[src/rtl/uart_rx_deser_if.sv]
// Bus bundle for uart_rx_deser: frame-control inputs, serial bit input,
// parallel load path, and the assembled-word/status outputs.
//   master : bit-timing / test side (drives clr, shen, s_in, par_odd, lden, d)
//   slave  : deserializer side (drives q, cnt, busy, done, par_err)
interface uart_rx_deser_if #(
    parameter int unsigned W = 8
) ();
    localparam int unsigned CW = $clog2(W + 2);

    logic          clr;
    logic          shen;
    logic          s_in;
    logic          par_odd;
    logic          lden;
    logic [W-1:0]  d;
    logic [W-1:0]  q;
    logic [CW-1:0] cnt;
    logic          busy;
    logic          done;
    logic          par_err;

    modport master (
        output clr, shen, s_in, par_odd, lden, d,
        input  q, cnt, busy, done, par_err
    );

    modport slave (
        input  clr, shen, s_in, par_odd, lden, d,
        output q, cnt, busy, done, par_err
    );
endinterface

[src/rtl/uart_rx_deser.sv]
// UART receive deserializer for the WimpFi receive path.
// Takes one sampled bit per shen strobe, assembles a W-bit word (LSB- or
// MSB-first), optionally checks a trailing parity bit, and pulses done for
// one cycle when the frame is complete.
// Ports:
//   clk    : rising-edge clock
//   rst_n  : synchronous reset, active-low
//   bus    : uart_rx_deser_if.slave
//            in : clr, shen, s_in, par_odd, lden, d[W-1:0]
//            out: q[W-1:0], cnt[$clog2(W+2)-1:0], busy, done, par_err
module uart_rx_deser #(
    parameter int unsigned W         = 8,
    parameter bit          MSB_FIRST = 1'b0,
    parameter bit          PARITY_EN = 1'b1
) (
    input  logic            clk,
    input  logic            rst_n,
    uart_rx_deser_if.slave  bus
);
    localparam int unsigned CW = $clog2(W + 2);

    typedef enum logic [1:0] {
        ST_DATA = 2'd0,
        ST_PAR  = 2'd1,
        ST_HOLD = 2'd2
    } state_e;

    state_e        state_q;
    logic [W-1:0]  q_q;
    logic [CW-1:0] cnt_q;
    logic          done_q;
    logic          busy_q;
    logic          par_err_q;

    logic [W-1:0]  shift_d;
    logic          last_data_c;
    logic          par_err_d;

    // Word after shifting in the current serial bit, per bit order.
    generate
        if (MSB_FIRST) begin : g_msb_first
            assign shift_d = {q_q[W-2:0], bus.s_in};
        end else begin : g_lsb_first
            assign shift_d = {bus.s_in, q_q[W-1:1]};
        end
    endgenerate

    // This shen fills the last data bit.
    assign last_data_c = (cnt_q == CW'(W - 1));

    // Parity over data plus received parity bit, compared against the mode.
    assign par_err_d = ((^q_q) ^ bus.s_in) != bus.par_odd;

    // Frame FSM and datapath; priority rst_n > clr > lden > shen.
    always_ff @(posedge clk) begin
        if (!rst_n) begin
            state_q   <= ST_DATA;
            q_q       <= '0;
            cnt_q     <= '0;
            done_q    <= 1'b0;
            busy_q    <= 1'b0;
            par_err_q <= 1'b0;
        end else if (bus.clr) begin
            state_q   <= ST_DATA;
            q_q       <= '0;
            cnt_q     <= '0;
            done_q    <= 1'b0;
            busy_q    <= 1'b0;
            par_err_q <= 1'b0;
        end else if (bus.lden) begin
            state_q   <= ST_HOLD;
            q_q       <= bus.d;
            cnt_q     <= CW'(W);
            done_q    <= 1'b0;
            busy_q    <= 1'b0;
            par_err_q <= 1'b0;
        end else begin
            done_q <= 1'b0;
            if (bus.shen) begin
                case (state_q)
                    ST_DATA: begin
                        q_q   <= shift_d;
                        cnt_q <= cnt_q + CW'(1);
                        if (last_data_c) begin
                            if (PARITY_EN) begin
                                state_q <= ST_PAR;
                                busy_q  <= 1'b1;
                            end else begin
                                state_q <= ST_HOLD;
                                done_q  <= 1'b1;
                                busy_q  <= 1'b0;
                            end
                        end else begin
                            busy_q <= 1'b1;
                        end
                    end
                    ST_PAR: begin
                        cnt_q     <= CW'(W + 1);
                        par_err_q <= par_err_d;
                        state_q   <= ST_HOLD;
                        done_q    <= 1'b1;
                        busy_q    <= 1'b0;
                    end
                    ST_HOLD: begin
                        // Frame complete: extra strobes are dropped.
                    end
                    default: begin
                        state_q <= ST_DATA;
                        busy_q  <= 1'b0;
                    end
                endcase
            end
        end
    end

    assign bus.q       = q_q;
    assign bus.cnt     = cnt_q;
    assign bus.busy    = busy_q;
    assign bus.done    = done_q;
    assign bus.par_err = par_err_q;

endmodule

[src/flat_wrapper.sv]
// flat-port wrapper written by rule: the top's interface ports become plain ports
module uart_rx_deser_flat 
#(
    parameter int unsigned W         = 8,
    parameter bit          MSB_FIRST = 1'b0,
    parameter bit          PARITY_EN = 1'b1
)
  (clk, rst_n, bus_clr, bus_shen, bus_s_in, bus_par_odd, bus_lden, bus_d, bus_q, bus_cnt, bus_busy, bus_done, bus_par_err);
  uart_rx_deser_if #(.W(W)) bus_i ();
  input  logic clk;
  input  logic rst_n;
  input wire logic [$bits(bus_i.clr)-1:0] bus_clr;
  input wire logic [$bits(bus_i.shen)-1:0] bus_shen;
  input wire logic [$bits(bus_i.s_in)-1:0] bus_s_in;
  input wire logic [$bits(bus_i.par_odd)-1:0] bus_par_odd;
  input wire logic [$bits(bus_i.lden)-1:0] bus_lden;
  input wire logic [$bits(bus_i.d)-1:0] bus_d;
  output wire logic [$bits(bus_i.q)-1:0] bus_q;
  output wire logic [$bits(bus_i.cnt)-1:0] bus_cnt;
  output wire logic [$bits(bus_i.busy)-1:0] bus_busy;
  output wire logic [$bits(bus_i.done)-1:0] bus_done;
  output wire logic [$bits(bus_i.par_err)-1:0] bus_par_err;
  assign bus_i.clr = bus_clr;
  assign bus_i.shen = bus_shen;
  assign bus_i.s_in = bus_s_in;
  assign bus_i.par_odd = bus_par_odd;
  assign bus_i.lden = bus_lden;
  assign bus_i.d = bus_d;
  assign bus_q = bus_i.q;
  assign bus_cnt = bus_i.cnt;
  assign bus_busy = bus_i.busy;
  assign bus_done = bus_i.done;
  assign bus_par_err = bus_i.par_err;
  uart_rx_deser #(.W(W), .MSB_FIRST(MSB_FIRST), .PARITY_EN(PARITY_EN)) u_core (.clk(clk), .rst_n(rst_n), .bus(bus_i));
endmodule
[config.mk]
export PLATFORM = sky130hd
export DESIGN_NAME = uart_rx_deser_flat
export DESIGN_NICKNAME = d
export VERILOG_FILES = /design/src/rtl/uart_rx_deser_if.sv /design/src/rtl/uart_rx_deser.sv /design/src/flat_wrapper.sv
export SDC_FILE = /design/constraint.sdc
export NUM_CORES = 1
export LEC_CHECK = 0
export CAP_MARGIN = 0
export CORE_UTILIZATION = 48
export CTS_CLUSTER_DIAMETER = 50
export DETAILED_ROUTE_END_ITERATION = 10
export PLACE_DENSITY = 0.83
export SYNTH_ARGS = -nofsm -noshare
export SYNTH_HDL_FRONTEND = slang
export SYNTH_SLANG_ARGS = --single-unit
[constraint.sdc]
create_clock -name clk -period 2.2 [get_ports clk]
set_input_delay 0.44 -clock clk [delete_from_list [all_inputs] [get_ports clk]]
set_output_delay 0.44 -clock clk [all_outputs]
set_load 0.1 [all_outputs]
=== Yosys cells after proc, flatten, opt, wreduce, memory -nomap -nowiden ===
Cells that the tools add are included.

* Equality and inequality tests: 7
* Mux-type cells: 12
* Bitwise gates (word level): 4
* Reduce and logical (&&, ||, !) cells: 16
* $add $sub $neg: 1

{| class="wikitable"
|+ Operators by type and width
! operator !! number
|-
| $mux W8 || 3
|-
| $reduce_and A2 Y1 || 5
|-
| $mux W4 || 2
|-
| $pmux W4 S2 || 1
|-
| $reduce_xor A8 Y1 || 1
|-
| $mux W2 || 3
|-
| $pmux W2 S3 || 1
|-
| $reduce_and A3 Y1 || 2
|-
| $reduce_bool A2 Y1 || 3
|-
| $add A4 B1 Y4 const B || 1
|-
| $eq A4 B3 Y1 const B || 1
|-
| $reduce_or A4 Y1 || 1
|-
| $ne A3 B2 Y1 const B || 1
|-
| $not A1 Y1 || 3
|-
| $reduce_bool A3 Y1 || 1
|-
| $reduce_or A3 Y1 || 1
|-
| $eq A2 B1 Y1 const B || 1
|-
| $eq A2 B2 Y1 const B || 1
|-
| $logic_not A2 Y1 || 1
|-
| $ne A2 B1 Y1 const B || 1
|-
| $ne A2 B2 Y1 const B || 1
|-
| $pmux W1 S2 || 1
|-
| $reduce_or A2 Y1 || 1
|-
| $mux W1 || 1
|-
| 2 further kinds || 2
|}

* Output and inout bits: 15
* Bits of input ports: 15
* Register bits after elaboration: 17

=== Depth between registers and ports, before layout ===
* Depth after elaboration: 5
* Depth in mapped cells: 5
* Gate-level depth less buffers: 4

=== Least setup slack after synthesis ===
Ideal clock, no wire load.

* Kind: flip-flop to flip-flop
* From: register u_core.q_q[6], in the netlist u_core.bus.q[6]
* To: register u_core.par_err_q, in the netlist u_core.bus.par_err
* Arrival: 1,916 ps
* Path slack: 205 ps
* Path buffers: 0
* Cell stages (with the launch flop): 5
* Setup time: 80 ps
* Cell sequence: dfxtp_1 > xor2_1 > xnor3_1 > xnor2_1 > a211oi_2

* Word-level cells in the longest chain between the ends: 3

{| class="wikitable"
|+ RTL lines
! element !! RTL line !! text
|-
| start: declaration || uart_rx_deser.sv:29 || <nowiki>logic [W-1:0] q_q;</nowiki>
|-
| start signal: assignment || uart_rx_deser.sv:72 || <nowiki>q_q <= bus.d;</nowiki>
|-
| start signal: assignment || uart_rx_deser.sv:82 || <nowiki>q_q <= shift_d;</nowiki>
|-
| $reduce_xor A8 Y1 || uart_rx_deser.sv:52 || <nowiki>assign par_err_d = ((^q_q) ^ bus.s_in) != bus.par_odd;</nowiki>
|-
| $xor A1 B1 Y1 || uart_rx_deser.sv:52 ||
|-
| $ne A1 B1 Y1 || uart_rx_deser.sv:52 ||
|-
| end signal: assignment || uart_rx_deser.sv:99 || <nowiki>par_err_q <= par_err_d;</nowiki>
|-
| end: declaration || uart_rx_deser.sv:33 || <nowiki>logic par_err_q;</nowiki>
|}

Every way passes these cells.
A chain may end at the register's enable or synchronous reset.

=== Final worst setup path ===
* From: input bus_shen
* To: register u_core.q_q[0], in the netlist u_core.bus.q[0]

* Word-level cells in the longest chain between the ends: 2

{| class="wikitable"
|+ RTL lines
! element !! RTL line !! text
|-
| start: declaration || flat_wrapper.sv:13 || <nowiki>input wire logic [$bits(bus_i.shen)-1:0] bus_shen;</nowiki>
|-
| $reduce_bool A2 Y1 (no source line) || n/a ||
|-
| $reduce_and A2 Y1 (no source line) || n/a ||
|}

Every way passes these cells.

==> out/qor.csv <==
stage,metric,value,unit
run_status,status,completed,
cells_and_area,ff_latch_area,340,um^2
timing,relSlewSlack,0.793,
power,power_frac_seq,0.496,
detailed_routing,wl_per_cell,11.7,um
synthesis,async_flop_share,0,
die,die-width,45.6,um
clock_network,cts_setup_buffers,0,
cells_and_area,antenna_cells,0,
global_route,track_usage,0.198,
timing,layout_worst_path_cycle_share,0.796,
power,swShare,0.304,
detailed_routing,drc_errors,0,
synthesis,synth_top_family_by_area,simple AND/OR/NAND/NOR gates,
clock_network,hold_buffers,0,
detailed_routing,vias,767,
synthesis,syn_inst,95,
clock_network,cts_tree,done,
detailed_routing,viasPerCell,5.01,
clock_network,cts-resized-gates,0,
placed_design,dpl.hpwl,1.44,mm
global_route,antenna_found_initial,0,
worst_setup_path,cp_max_fo,7,
power,leakagePower,0.502,nW
die,initial_utilization,0.522,
timing,hold_viol,0,
power,clkPwrFrac,0.247,
synthesis,ys_ff_latch,17,
synthesis,synth.cell_area,911,um^2
clock_network,cts.reportedPaths.clkPinSlew,0.10,ns
cells_and_area,multiInputGateArea,534,um^2
timing,setup_viol,0,
placed_design,dp.cells,149,
power,pwr-share-comb,0.257,
worst_setup_path,regToRegSetupSlack,0.72,ns
synthesis,synth-simple-area-share,0.213,
worst_setup_path,worstReg2RegEnd,u_core.bus.q[0],
worst_hold_path,worstHoldEndpoint,u_core.bus.cnt[1],
worst_hold_path,hold_path_class,register to register,
synthesis,syn_nets,111,
detailed_routing,dr.pass1.iters,4,
timing,tns,0,ns
cells_and_area,drive_gt1_frac,0.352,
worst_setup_path,path_cells,clkdlybuf4s50_1 -> nor3b_2 -> buf_4 -> mux2_4 -> nand2_2 -> a21oi_2,
synthesis,synth_edf_count,0,
clock_network,cts-root-buf,clkbuf_4,
placed_design,port_buffers,29,
cells_and_area,final_common_cell,buf_4,
worst_hold_path,min_from,u_core.bus.cnt[1],
placed_design,place.gp.congestion,0.766,
worst_setup_path,path_class,input pin to register,
timing,clock.fmax,0.571,GHz
power,max-vdd-ir-drop,0.297,mV
worst_setup_path,rr_startpoint,u_core.state_q[0],
synthesis,yosys.area_share.xor_xnor,0.0920,
detailed_routing,ant_nets,0,
worst_setup_path,worst_path_max_delay_cell,clkdlybuf4s50_1,
global_route,grt_pass1_vias,712,
clock_network,ctsHtreeMaxLevel,1,
timing,skew,0.00125,ns
die,num_rows,15,
global_route,grt_max_degree,11,
clock_network,worst_skew_pair.late_latency,0.28,ns
synthesis,synth_fa_ha_area_frac,0.0137,
worst_hold_path,holdPathStages,2,
detailed_routing,drt_wl_total,1.79,mm
run,maxCapViolCount,0,
clock_network,cts_buffer_depth,2,
die,coreArea,0.00175,mm^2
synthesis,synth_seq_area_share,0.374,
timing,worstMarginPinSlew,0.309,ns
global_route,grt_pass1_wl,3.02,mm
clock_network,clock_sinks,17,
worst_setup_path,setup.worst_path.start_class,input pin,
global_route,grt-ovfl-total,0,
synthesis,syn_avg_cell_area,9.59,um^2
worst_setup_path,crit_arrival,1.93,ns
worst_setup_path,cp.required,2.38,ns
timing,rsz0062_at_grt,no,
cells_and_area,syn2layout_area_growth,33.9,%
worst_setup_path,cp-end-kind,register,
worst_setup_path,cp_slowest_stage_delay,0.52,ns
detailed_routing,first_iter_violations,1,
synthesis,synth_compound_area_frac,0.144,
synthesis,yosys_most_used_dff,dfxtp_1,
synthesis,ys_warn_count,0,
die,die_h,45.6,um
timing,drv_slew,0,
synthesis,synth_cell_types,29,
cells_and_area,finish.cell_count_without_fillers,153,
cells_and_area,fillCellCount,150,
synthesis,synth_mux_area_frac,0.124,
die,pin_count,30,
cells_and_area,final_cell_mix,"19 x buf_4, 17 x dfxtp_1, 14 x nand2_1, 14 x clkdlybuf4s50_1",
cells_and_area,num-nets-final,145,
placed_design,dp_worst_setup_slack,0.150,ns
worst_setup_path,reg2regPathDepth,5,
power,p_sw,0.199,mW
die,die-area,0.00208,mm^2
power,power_density,536,mW/mm^2
clock_network,cts_buffers,3,
timing,setup_ws,0.448,ns
timing,timing.final.crit_period,1.75,ns
power,p_int,0.455,mW
-- sequential cells by signal, summed over array words and instances (netlist names) --
register / count
u_core.bus.q: 8
u_core.bus.done: 1
u_core.state_q: 2
u_core.bus.cnt: 4
u_core.bus.busy: 1
u_core.bus.par_err: 1
-- stage by stage --
| stage | util | total power [mW] | hold WS (ns) | area (um^2) |
|---|---|---|---|---|
| 5_1_grt | 0.699 | 0.685 | 0.533 | 1220 |
| 2_1_floorplan | - | 0.452 | 0.504 | 911 |
| 3_5_place_dp | 0.683 | 0.501 | 0.493 | 1190 |
| 6_report | 0.699 | 0.654 | 0.500 | 1220 |
| 4_1_cts | 0.699 | 0.664 | 0.508 | 1220 |
| 3_3_place_gp | 0.683 | 0.499 | 0.472 | 1190 |
-- how the worst max path moves through the flow --
stage,start,endpoint,slack [ns]
2_1_floorplan,u_core.bus.q[6],u_core.bus.par_err,0.20
3_3_place_gp,bus_shen,u_core.bus.q[0],0.20
3_5_place_dp,bus_shen,u_core.bus.q[0],0.15
4_1_cts,bus_shen,u_core.bus.q[0],0.46
5_1_grt,bus_shen,u_core.bus.q[7],0.41
6_report,bus_shen,u_core.bus.q[0],0.45
-- logic make-up after synthesis --
| kind of cell | Yosys count |
|---|---|
| AOI/OAI and AO/OA | 19 |
| and+or+nand+nor | 37 |
| adders and majority gates | 1 |
| DFF | 17 |
| xor gates and xnor gates | 8 |
| buffers and inverters | 5 |
| muxes | 8 |
-- cell usage after synthesis, types with 2 or more instances --
master / count / share of area
or2b_1: 2 / 0.016
nor2_1: 6 / 0.025
nand2_2: 6 / 0.041
nand2b_1: 2 / 0.014
nand2_1: 14 / 0.058
mux2_4: 6 / 0.099
a21oi_2: 6 / 0.058
a21oi_1: 6 / 0.033
mux2_2: 2 / 0.025
xnor2_1: 6 / 0.058
nand3b_1: 2 / 0.016
clkbuf_1: 2 / 0.0082
dfxtp_1: 17 / 0.37
o21ai_0: 3 / 0.016
-- per-layer routing --
layer  GRT usage  vias to the layer above  part of all wire
met2       0.363                       16              0.53
met1       0.232                      362              0.43
li1            -                      387                 -
met3      0.0357                        2             0.034
met5           0                        -                 0
met4      0.0545                        0            0.0073
-- cell type report --
class                   count  area share
multi-input cells          73       0.438
clock inverters             1     0.00410
repair buffers             33       0.232
clock buffers               3      0.0185
flip-flops and latches     17       0.279
inverters                   1     0.00308
well taps                  25      0.0256
-- power by group through the flow --
stage | clock network (mW) | logic, mW | registers, mW
6_report | 0.162 | 0.168 | 0.325
5_1_grt | 0.180 | 0.179 | 0.326
3_3_place_gp | 0 | 0.167 | 0.331
2_1_floorplan | 0 | 0.0735 | 0.379
3_5_place_dp | 0 | 0.169 | 0.332
4_1_cts | 0.169 | 0.170 | 0.325
-- worst max-delay path, delay by kind of cell --
kind / cells / cell delay [ns]
AO/OA/AOI/OAI: 1 / 0.05
buffers and inverters: 2 / 0.76
multiplexers: 1 / 0.32
AND/OR/NAND/NOR: 2 / 0.37
Note: power is estimated with default switching activity, not from simulation.
